[config.mk]
export PLATFORM = sky130hd
export DESIGN_NAME = reset_sequencer
export DESIGN_NICKNAME = d
export VERILOG_FILES = /design/src/rtl/reset_seq_pkg.sv /design/src/rtl/rst_stage_timer.sv /design/src/rtl/reset_sequencer.sv
export SDC_FILE = /design/constraint.sdc
export NUM_CORES = 1
export LEC_CHECK = 0
export ABC_CLOCK_PERIOD_IN_PS = 1900
export CORE_ASPECT_RATIO = 0.5
export CORE_MARGIN = 5
export CORE_UTILIZATION = 25
export CTS_CLUSTER_DIAMETER = 120
export CTS_CLUSTER_SIZE = 24
export DETAILED_ROUTE_END_ITERATION = 10
export PLACE_DENSITY = 0.43
export SETUP_SLACK_MARGIN = 0.3
export SLEW_MARGIN = 25
export SYNTH_ARGS = -nofsm -noshare
export SYNTH_HDL_FRONTEND = slang
export SYNTH_SLANG_ARGS = --single-unit
[constraint.sdc]
create_clock -name clk -period 1.9 [get_ports clk]
set_input_delay 0.38 -clock clk [delete_from_list [all_inputs] [get_ports clk]]
set_output_delay 0.38 -clock clk [all_outputs]
set_load 0.005 [all_outputs]
[src/rtl/reset_seq_pkg.sv]
// Shared types and elaboration-time helpers for the reset sequencer.
package reset_seq_pkg;

  typedef enum logic [1:0] {
    IDLE    = 2'd0,
    ASSERT  = 2'd1,
    RELEASE = 2'd2
  } seq_state_e;

  // A zero-width output vector makes no sense; force at least one output.
  function automatic int clamp_num_out(input int v);
    return (v < 1) ? 1 : v;
  endfunction

  // The assertion must last at least one cycle.
  function automatic int clamp_assert_cycles(input int v);
    return (v < 1) ? 1 : v;
  endfunction

  // Consecutive releases are at least one cycle apart.
  function automatic int clamp_stage_gap(input int v);
    return (v < 1) ? 1 : v;
  endfunction

  // Counter must hold the larger terminal value; never narrower than 1 bit.
  function automatic int cnt_width(input int a, input int g);
    int m;
    int w;
    m = (a > g) ? a : g;
    w = $clog2(m);
    return (w < 1) ? 1 : w;
  endfunction

endpackage

[src/rtl/rst_stage_timer.sv]
// Saturating up-counter with synchronous clear and a runtime terminal compare.
module rst_stage_timer #(
  parameter int WIDTH = 4
) (
  input  logic             clk,
  input  logic             rst_n,
  input  logic             clear,
  input  logic [WIDTH-1:0] terminal,
  output logic             hit
);

  logic [WIDTH-1:0] cnt_reg;

  // Count toward the terminal value and hold there until cleared.
  always_ff @(posedge clk) begin
    if (!rst_n || clear) begin
      cnt_reg <= '0;
    end else if (cnt_reg != terminal) begin
      cnt_reg <= cnt_reg + WIDTH'(1);
    end
  end

  assign hit = (cnt_reg == terminal);

endmodule

[src/rtl/reset_sequencer.sv]
// Staged active-low reset generator: hold all outputs low, then release
// them one by one from bit 0 upward with a fixed gap between releases.
module reset_sequencer
  import reset_seq_pkg::*;
#(
  parameter int NUM_OUT       = 4,
  parameter int ASSERT_CYCLES = 16,
  parameter int STAGE_GAP     = 8
) (
  input  logic                              clk,
  input  logic                              rst_n,
  input  logic                              req,
  output logic [clamp_num_out(NUM_OUT)-1:0] rst_out_n,
  output logic                              busy,
  output logic                              done
);

  localparam int N       = clamp_num_out(NUM_OUT);
  localparam int A       = clamp_assert_cycles(ASSERT_CYCLES);
  localparam int G       = clamp_stage_gap(STAGE_GAP);
  localparam int CNT_W   = cnt_width(A, G);
  localparam int STAGE_W = $clog2(N + 1);

  localparam logic [CNT_W-1:0]   ASSERT_TERM = CNT_W'(A - 1);
  localparam logic [CNT_W-1:0]   GAP_TERM    = CNT_W'(G - 1);
  localparam logic [STAGE_W-1:0] LAST_STAGE  = STAGE_W'(N - 1);

  seq_state_e         state_reg, state_next;
  logic [STAGE_W-1:0] stage_reg, stage_next;
  logic [N-1:0]       out_reg, out_next;
  logic [N-1:0]       out_shifted;
  logic               busy_reg, busy_next;
  logic               done_reg, done_next;
  logic               timer_clear;
  logic [CNT_W-1:0]   timer_term;
  logic               timer_hit;

  // Releasing the next stage is a left shift that feeds a 1 into bit 0,
  // which keeps released bits contiguous from the bottom.
  genvar gi;
  generate
    for (gi = 0; gi < N; gi++) begin : g_shift
      if (gi == 0) begin : g_first
        assign out_shifted[gi] = 1'b1;
      end else begin : g_rest
        assign out_shifted[gi] = out_reg[gi-1];
      end
    end
  endgenerate

  assign timer_term = (state_reg == ASSERT) ? ASSERT_TERM : GAP_TERM;

  rst_stage_timer #(
    .WIDTH(CNT_W)
  ) u_timer (
    .clk     (clk),
    .rst_n   (rst_n),
    .clear   (timer_clear),
    .terminal(timer_term),
    .hit     (timer_hit)
  );

  // Next-state logic: a request always restarts the full sequence.
  always_comb begin
    state_next  = state_reg;
    stage_next  = stage_reg;
    out_next    = out_reg;
    busy_next   = busy_reg;
    done_next   = 1'b0;
    timer_clear = 1'b0;
    case (state_reg)
      IDLE: begin
        timer_clear = 1'b1;
        if (req) begin
          state_next = ASSERT;
          stage_next = '0;
          out_next   = '0;
          busy_next  = 1'b1;
        end
      end
      ASSERT: begin
        if (req) begin
          timer_clear = 1'b1;
          stage_next  = '0;
        end else if (timer_hit) begin
          timer_clear = 1'b1;
          out_next    = out_shifted;
          stage_next  = STAGE_W'(1);
          if (N == 1) begin
            state_next = IDLE;
            busy_next  = 1'b0;
            done_next  = 1'b1;
          end else begin
            state_next = RELEASE;
          end
        end
      end
      RELEASE: begin
        if (req) begin
          timer_clear = 1'b1;
          state_next  = ASSERT;
          stage_next  = '0;
          out_next    = '0;
        end else if (timer_hit) begin
          timer_clear = 1'b1;
          out_next    = out_shifted;
          stage_next  = stage_reg + STAGE_W'(1);
          if (stage_reg == LAST_STAGE) begin
            state_next = IDLE;
            busy_next  = 1'b0;
            done_next  = 1'b1;
          end
        end
      end
      default: begin
        timer_clear = 1'b1;
        state_next  = ASSERT;
        stage_next  = '0;
        out_next    = '0;
        busy_next   = 1'b1;
      end
    endcase
  end

  // State and output flops; reset lands in the same state as an accepted request.
  always_ff @(posedge clk) begin
    if (!rst_n) begin
      state_reg <= ASSERT;
      stage_reg <= '0;
      out_reg   <= '0;
      busy_reg  <= 1'b1;
      done_reg  <= 1'b0;
    end else begin
      state_reg <= state_next;
      stage_reg <= stage_next;
      out_reg   <= out_next;
      busy_reg  <= busy_next;
      done_reg  <= done_next;
    end
  end

  assign rst_out_n = out_reg;
  assign busy      = busy_reg;
  assign done      = done_reg;

endmodule
==> metrics.txt, run 1 <==
cell area after layout=1049 sq um; Nets=between 100 and 150; f_max=approximately 650 MHz; commonest non-fill, non-tap cell in the layout=dfxtp_1; worst reg2reg setup slack=approximately 360 ps; CP Data Required Time=roughly 2000 ps; via count=between 600 and 700; Final GP Congestion=0.6849; CTS Root Cell=clkbuf_8; worst vdd ir=0.2885 mV; Post-Synthesis Cells=slightly below 90; most frequent cells in the layout=13 x dfxtp_1, 9 x nor2_1, 8 x nand2_1, 8 x clkdlybuf4s50_1, 6 x buf_4; largest net degree at the start of global routing=11; MaxCap Viol Count=0; Slew Viols, Final=0; Mapped Nets=99; dpl hpwl=around 1.3 mm; CTS Hold Bufs=0; core area=3030 sq um; CP endpoint=busy; Final setup viols=0; RSZ-0062 raised after global routing=false; residual DRC count=0; row cnt=14; Syn-to-layout area delta=31.14%; clk_lat worst skew=between 200 and 300 ps; Clk pin slew, worst setup/hold paths=about 70 ps; Synth Area per Inst=8.983 sq um; CP arrival=around 1700 ps; R2R Path End=busy; Yosys warnings=0; remaining antenna violation count after routing=0; slew margin rel.=76.95%; Seq/Total Area, Yosys=a little under two fifths; Setup TNS=0 ps; Max clock buf depth=2; final std cells w/o fill=around 150; Starting Density=26.38%; gr usage total=under 10%; gr ovfl total=0; Post-Syn Area=799.5 sq um; Crit Path Category=flop to flop; Leak Pwr=0.3972 nW; Fin Clk Skew=2.264 ps; Worst R2R Path Depth=6; PwrDens=~950 nW/um^2; Die ar.=~4500 sq um; CTS sink count=15; worst slew pin tran=344.2 ps; crit path launch=state_reg[1]; layout cells sized above 1=a little under a quarter; Synth cell types=29; min-delay worst type=flop to flop; shortest period the worst path allows=roughly 1500 ps; Yosys reg bits=15; Worst Path Max Fanout=5; Hold Fails Final Rpt=0; Num CTS Buffers=3; height of the die=about 50 microns; Post-Place Cell Area=between 900 and 1000 sq um; ratio of final minimum period to clock period=between 80 and 90%; Total Wirelength=between 1.5 and 2 mm; Ports=9; Worst Setup Start Kind=flop; initial DRC count=11; Worst setup EP type=flop; first-pass GRT wire length=2.932 mm; DIE WIDTH=approximately 90 microns; Design Power=0.9954 mW; dpl cells=around 140; reg2reg start=state_reg[1]; PortBufs=8; CTS tree=built; number of global-route vias before repair=around 630; Ant. Diodes=0; drt wl/cell=11.77 microns; antenna violations before repair=0; drt first pass iters=4; status=complete, no violations; vias per inst=approximately 4.6; H-tree depth=1
[metrics by stage]
step	setup slack [ps]	hold slack, ps	util (%)
detailed placement	134.6	443.7	31.38
floorplan	342.6	417.5	-
global placement	155.6	450.5	31.38
global route	301.8	494.5	34.60
finish	361.6	455.3	34.60
CTS	309.9	460.2	33.28
[report_power, final]
group	switching (mW)	leakage [nW]	internal (mW)	total, mW
Clock	0.119	0.0255	0.145	0.264
Combinational	0.202	0.250	0.168	0.370
Sequential	0.0210	0.121	0.340	0.361
[what timing repair did]
item	in CTS	in global routing
buffers inserted	1	1
pin swaps	1	1
endpoints found under the setup margin	3	12
gates resized for setup	2	9
[kinds of logic after synthesis]
logic type	synth area share (%)
compound gates	18.78
xor+xnor	2.191
fa+ha+maj	10.95
buf+inv	3.911
flops	37.56
mux	5.008
simple gates	21.60
[cells in the mapped netlist]
cell type	instances	area (sq um)
xor2_1	1	8.760
o21bai_1	2	15.01
clkbuf_1	1	3.750
nand2_1	9	33.78
nor2_1	9	33.78
a221o_1	1	10.01
inv_1	6	22.52
a21oi_1	4	20.02
o21ai_1	3	15.01
dfxtp_1	15	300.3
a21oi_4	1	16.27
o22ai_2	1	12.51
buf_2	1	5.000
nand4b_1	1	8.760
a31oi_1	1	6.260
or2_4	1	8.760
o22a_1	1	8.760
xnor2_1	1	8.760
or2_1	2	12.51
nor2b_1	4	25.02
o211ai_1	3	22.52
nand4_1	4	25.02
o31ai_2	1	12.51
nand2b_1	1	6.260
o221a_2	1	11.26
nand3_1	2	10.01
mux2i_1	4	40.04
and4_1	1	8.760
ha_1	7	87.58
[worst min path at each step]
stage,end,start,cells past startpoint
2_1_floorplan,u_timer.cnt_reg[0],u_timer.cnt_reg[0],1
3_3_place_gp,stage_reg[2],stage_reg[2],2
3_5_place_dp,u_timer.cnt_reg[0],u_timer.cnt_reg[0],1
4_1_cts,u_timer.cnt_reg[0],u_timer.cnt_reg[0],1
5_1_grt,rst_out_n[3],rst_out_n[3],2
6_report,u_timer.cnt_reg[0],u_timer.cnt_reg[0],1
[critical path, stage by stage, from the launching register on]
cell     delay (ps)
dfxtp_2         340
inv_2            60
ha_4            160
or2_4           250
a21oi_4         210
nand3_1         110
a221o_1         300
[layout make-up]
class	instances	area (sq um)
clock buffers	3	41.29
clock inverters	1	5.005
fillers	318	1982
inverters	6	22.52
multi-input cells	66	501.7
flip-flops and latches	15	302.8
well taps	40	50.05
repair buffers	14	125.1
[per-layer routing]
| layer | GRT usage [%] | part of all wire, % | routed length (microns) | vias up |
|---|---|---|---|---|
| met5 | 0 | 0 | 0 | - |
| met4 | 2.970 | 1.0 | 17 | 0 |
| met3 | 4.103 | 5.7 | 97 | 2 |
| met2 | 12.50 | 42 | 716 | 14 |
| met1 | 10.38 | 51 | 875 | 304 |
| li1 | - | - | - | 347 |
Power figures use the tool's default switching activity.
==> inputs of run 2 (changes only) <==
- ABC_CLOCK_PERIOD_IN_PS: 1900 -> 1500
- clock period: 1.9 -> 1.5 ns (I/O delays scaled with it)
==> run 2 against run 1 <==
Against the previous run:
- non-clock buffer count increased by 13
- sequential power increased by 27%
- routed wire length increased by 6.6%
- cell area increased by 12%
- via count increased by 7.6%
==> metrics.txt, run 2 (same netlist as run 1, synthesis figures left out) <==
status=complete, no violations; f_max=674.4 MHz (+3.8%); height of the die=49.99 microns (unchanged); Leak Pwr=0.5021 nW (+26%); R2R Path End=busy; CTS Root Cell=clkbuf_8; residual DRC count=0 (unchanged); dpl hpwl=1.366 mm (+5.1%); CP Data Required Time=1640 ps (-400 ps); Nets=129 (+11%); ratio of final minimum period to clock period=98.85% (+18 points); CTS tree=built; commonest non-fill, non-tap cell in the layout=buf_4; Worst R2R Path Depth=6 (unchanged); slew margin rel.=84.58% (+7.6 points); Gate power share=44.0% (+6.8 points); final hold slack=450.4 ps (-4.901 ps); worst reg2reg setup slack=20 ps (-340 ps); Die ar.=4498 sq um (unchanged); Hold Fails Final Rpt=0 (unchanged); CP peak stage delay=330 ps (about the same); gr usage total=8.841% (+0.48 points); PortBufs=8 (unchanged); Crit Path Category=flop to flop; core area=3030 sq um (unchanged); most frequent cells in the layout=17 x buf_4, 10 x dfxtp_1, 8 x nor2_1; Total Wirelength=1.819 mm (+6.6%); layout cells sized above 1=39.83% (+17 points); switching power share of the total=33.38% (-0.99 points); CTS Hold Bufs=0 (unchanged); largest net degree at the start of global routing=11 (unchanged); Worst Setup Start Kind=flop; min-delay worst type=flop to flop; worst vdd ir=0.2748 mV (-4.7%); row cnt=14 (unchanged); Ant. Diodes=0 (unchanged); Hold Crit Start=u_timer.cnt_reg[0]; Final setup viols=0 (unchanged); number of global-route vias before repair=656 (+4.5%); H-tree depth=1 (unchanged); worst slew pin tran=231.4 ps (-112.8 ps); drt first pass iters=4 (unchanged); antenna violations before repair=0 (unchanged); reg2reg start=state_reg[1]; drt wl/cell=11.51 microns (-2.1%); CTS sink count=15 (unchanged); Ports=9 (unchanged); Fin Clk Skew=0.8243 ps (-1.439 ps); Starting Density=26.38% (unchanged); Final GP Congestion=0.7499 (+9.5%); Slew Viols, Final=0 (unchanged); remaining antenna violation count after routing=0 (unchanged); Worst Path Max Fanout=5 (unchanged); PwrDens=1212 nW/um^2 (+28%); Top Family by Delay on Critical Path=compound AO/OA/AOI/OAI gates; internal power=0.9496 mW (+45%); initial DRC count=14 (+3); gr ovfl total=0 (unchanged); via count=718 (+7.6%); Clk pin slew, worst setup/hold paths=60 ps (about the same); Num CTS Buffers=3 (unchanged); MaxCap Viol Count=0 (unchanged); crit path launch=state_reg[1]; Design Power=1.426 mW (+43%); Worst setup EP type=flop; cells along the critical path=inv_2 -> ha_4 -> or2_4 -> a21oi_4 -> nand3_1 -> a221o_1; DIE WIDTH=89.98 microns (unchanged); Net Sw Power=0.4759 mW (+39%); clk_lat worst skew=250 ps (about the same); Crit-path slowest cell=dfxtp_2; Crit. path cell count=6 (unchanged); CP arrival=1620 ps (-60 ps); shortest period the worst path allows=1483 ps (-55.63 ps); CP endpoint=busy; first-pass GRT wire length=3.174 mm (+8.3%); Syn-to-layout area delta=47.11%; clock power share=23.9% (-2.6 points); Sequential Power Share=32.2% (-4.1 points); Buf+Inv Stages, Crit Path=1 (unchanged); vias per inst=4.544 (-1.2%); Max clock buf depth=2 (unchanged); RSZ-0062 raised after global routing=true
-- run 2: cell count changes in the layout (fill, tap and decap cells not counted), moves of 2 or more --
cell | before | now
dfxtp_2 | 2 | 4
buf_6 | 0 | 2
dfxtp_1 | 13 | 10
nor2b_1 | 3 | 1
dlygate4sd2_1 | 0 | 5
nand2_1 | 8 | 6
buf_4 | 6 | 17
nand2_2 | 1 | 3
clkdlybuf4s50_1 | 8 | 2
-- run 2: worst min path at each step --
stage	endpoint	slack [ps]	cells after the start
2_1_floorplan	u_timer.cnt_reg[0]	420	1
3_3_place_gp	u_timer.cnt_reg[0]	430	1
3_5_place_dp	u_timer.cnt_reg[0]	440	1
4_1_cts	u_timer.cnt_reg[0]	460	1
5_1_grt	u_timer.cnt_reg[0]	470	1
6_report	u_timer.cnt_reg[0]	450	1
-- run 2: stage by stage --
step | TNS (ps) | utilization [%] | setup WS, ps | std cells | instance area, sq um
finish | 0 | 38.81 | 17.26 | 158 | 1176
global route | -148.1 | 38.81 | -59.97 | 158 | 1176
CTS | 0 | 38.07 | 17.03 | 158 | 1154
detailed placement | -1376 | 34.19 | -149.9 | 148 | 1036
global placement | -1126 | 34.19 | -124.0 | 148 | 1036
floorplan | 0 | - | 32.27 | 89 | 817.0
-- run 2: final cells by class --
type                    count  area [sq um]
fillers                   337          1854
multi-input cells          66         521.8
flip-flops and latches     15         309.0
repair buffers             27         226.5
well taps                  40         50.05
clock buffers               3         41.29
inverters                   6         22.52
clock inverters             1         5.005
-- run 2: routing by layer --
metal / share of wire [%] / vias up / track usage, %
li1: - / 371 / -
met1: 51 / 331 / 11.18
met2: 43 / 12 / 13.11
met3: 5.1 / 4 / 3.799
met4: 0.93 / 0 / 3.713
met5: 0 / - / 0
-- run 2: power by group through the flow --
stage	clock, mW	combinational [mW]	sequential [mW]
finish	0.340	0.627	0.459
global route	0.379	0.686	0.463
CTS	0.357	0.612	0.458
detailed placement	0	0.519	0.465
global placement	0	0.524	0.464
floorplan	0	0.346	0.461
-- run 2: timing repair --
item                       CTS  global route
pin swaps                    6             4
buffers inserted             6             0
gates resized for setup     16             9
setup endpoints to repair   21            16
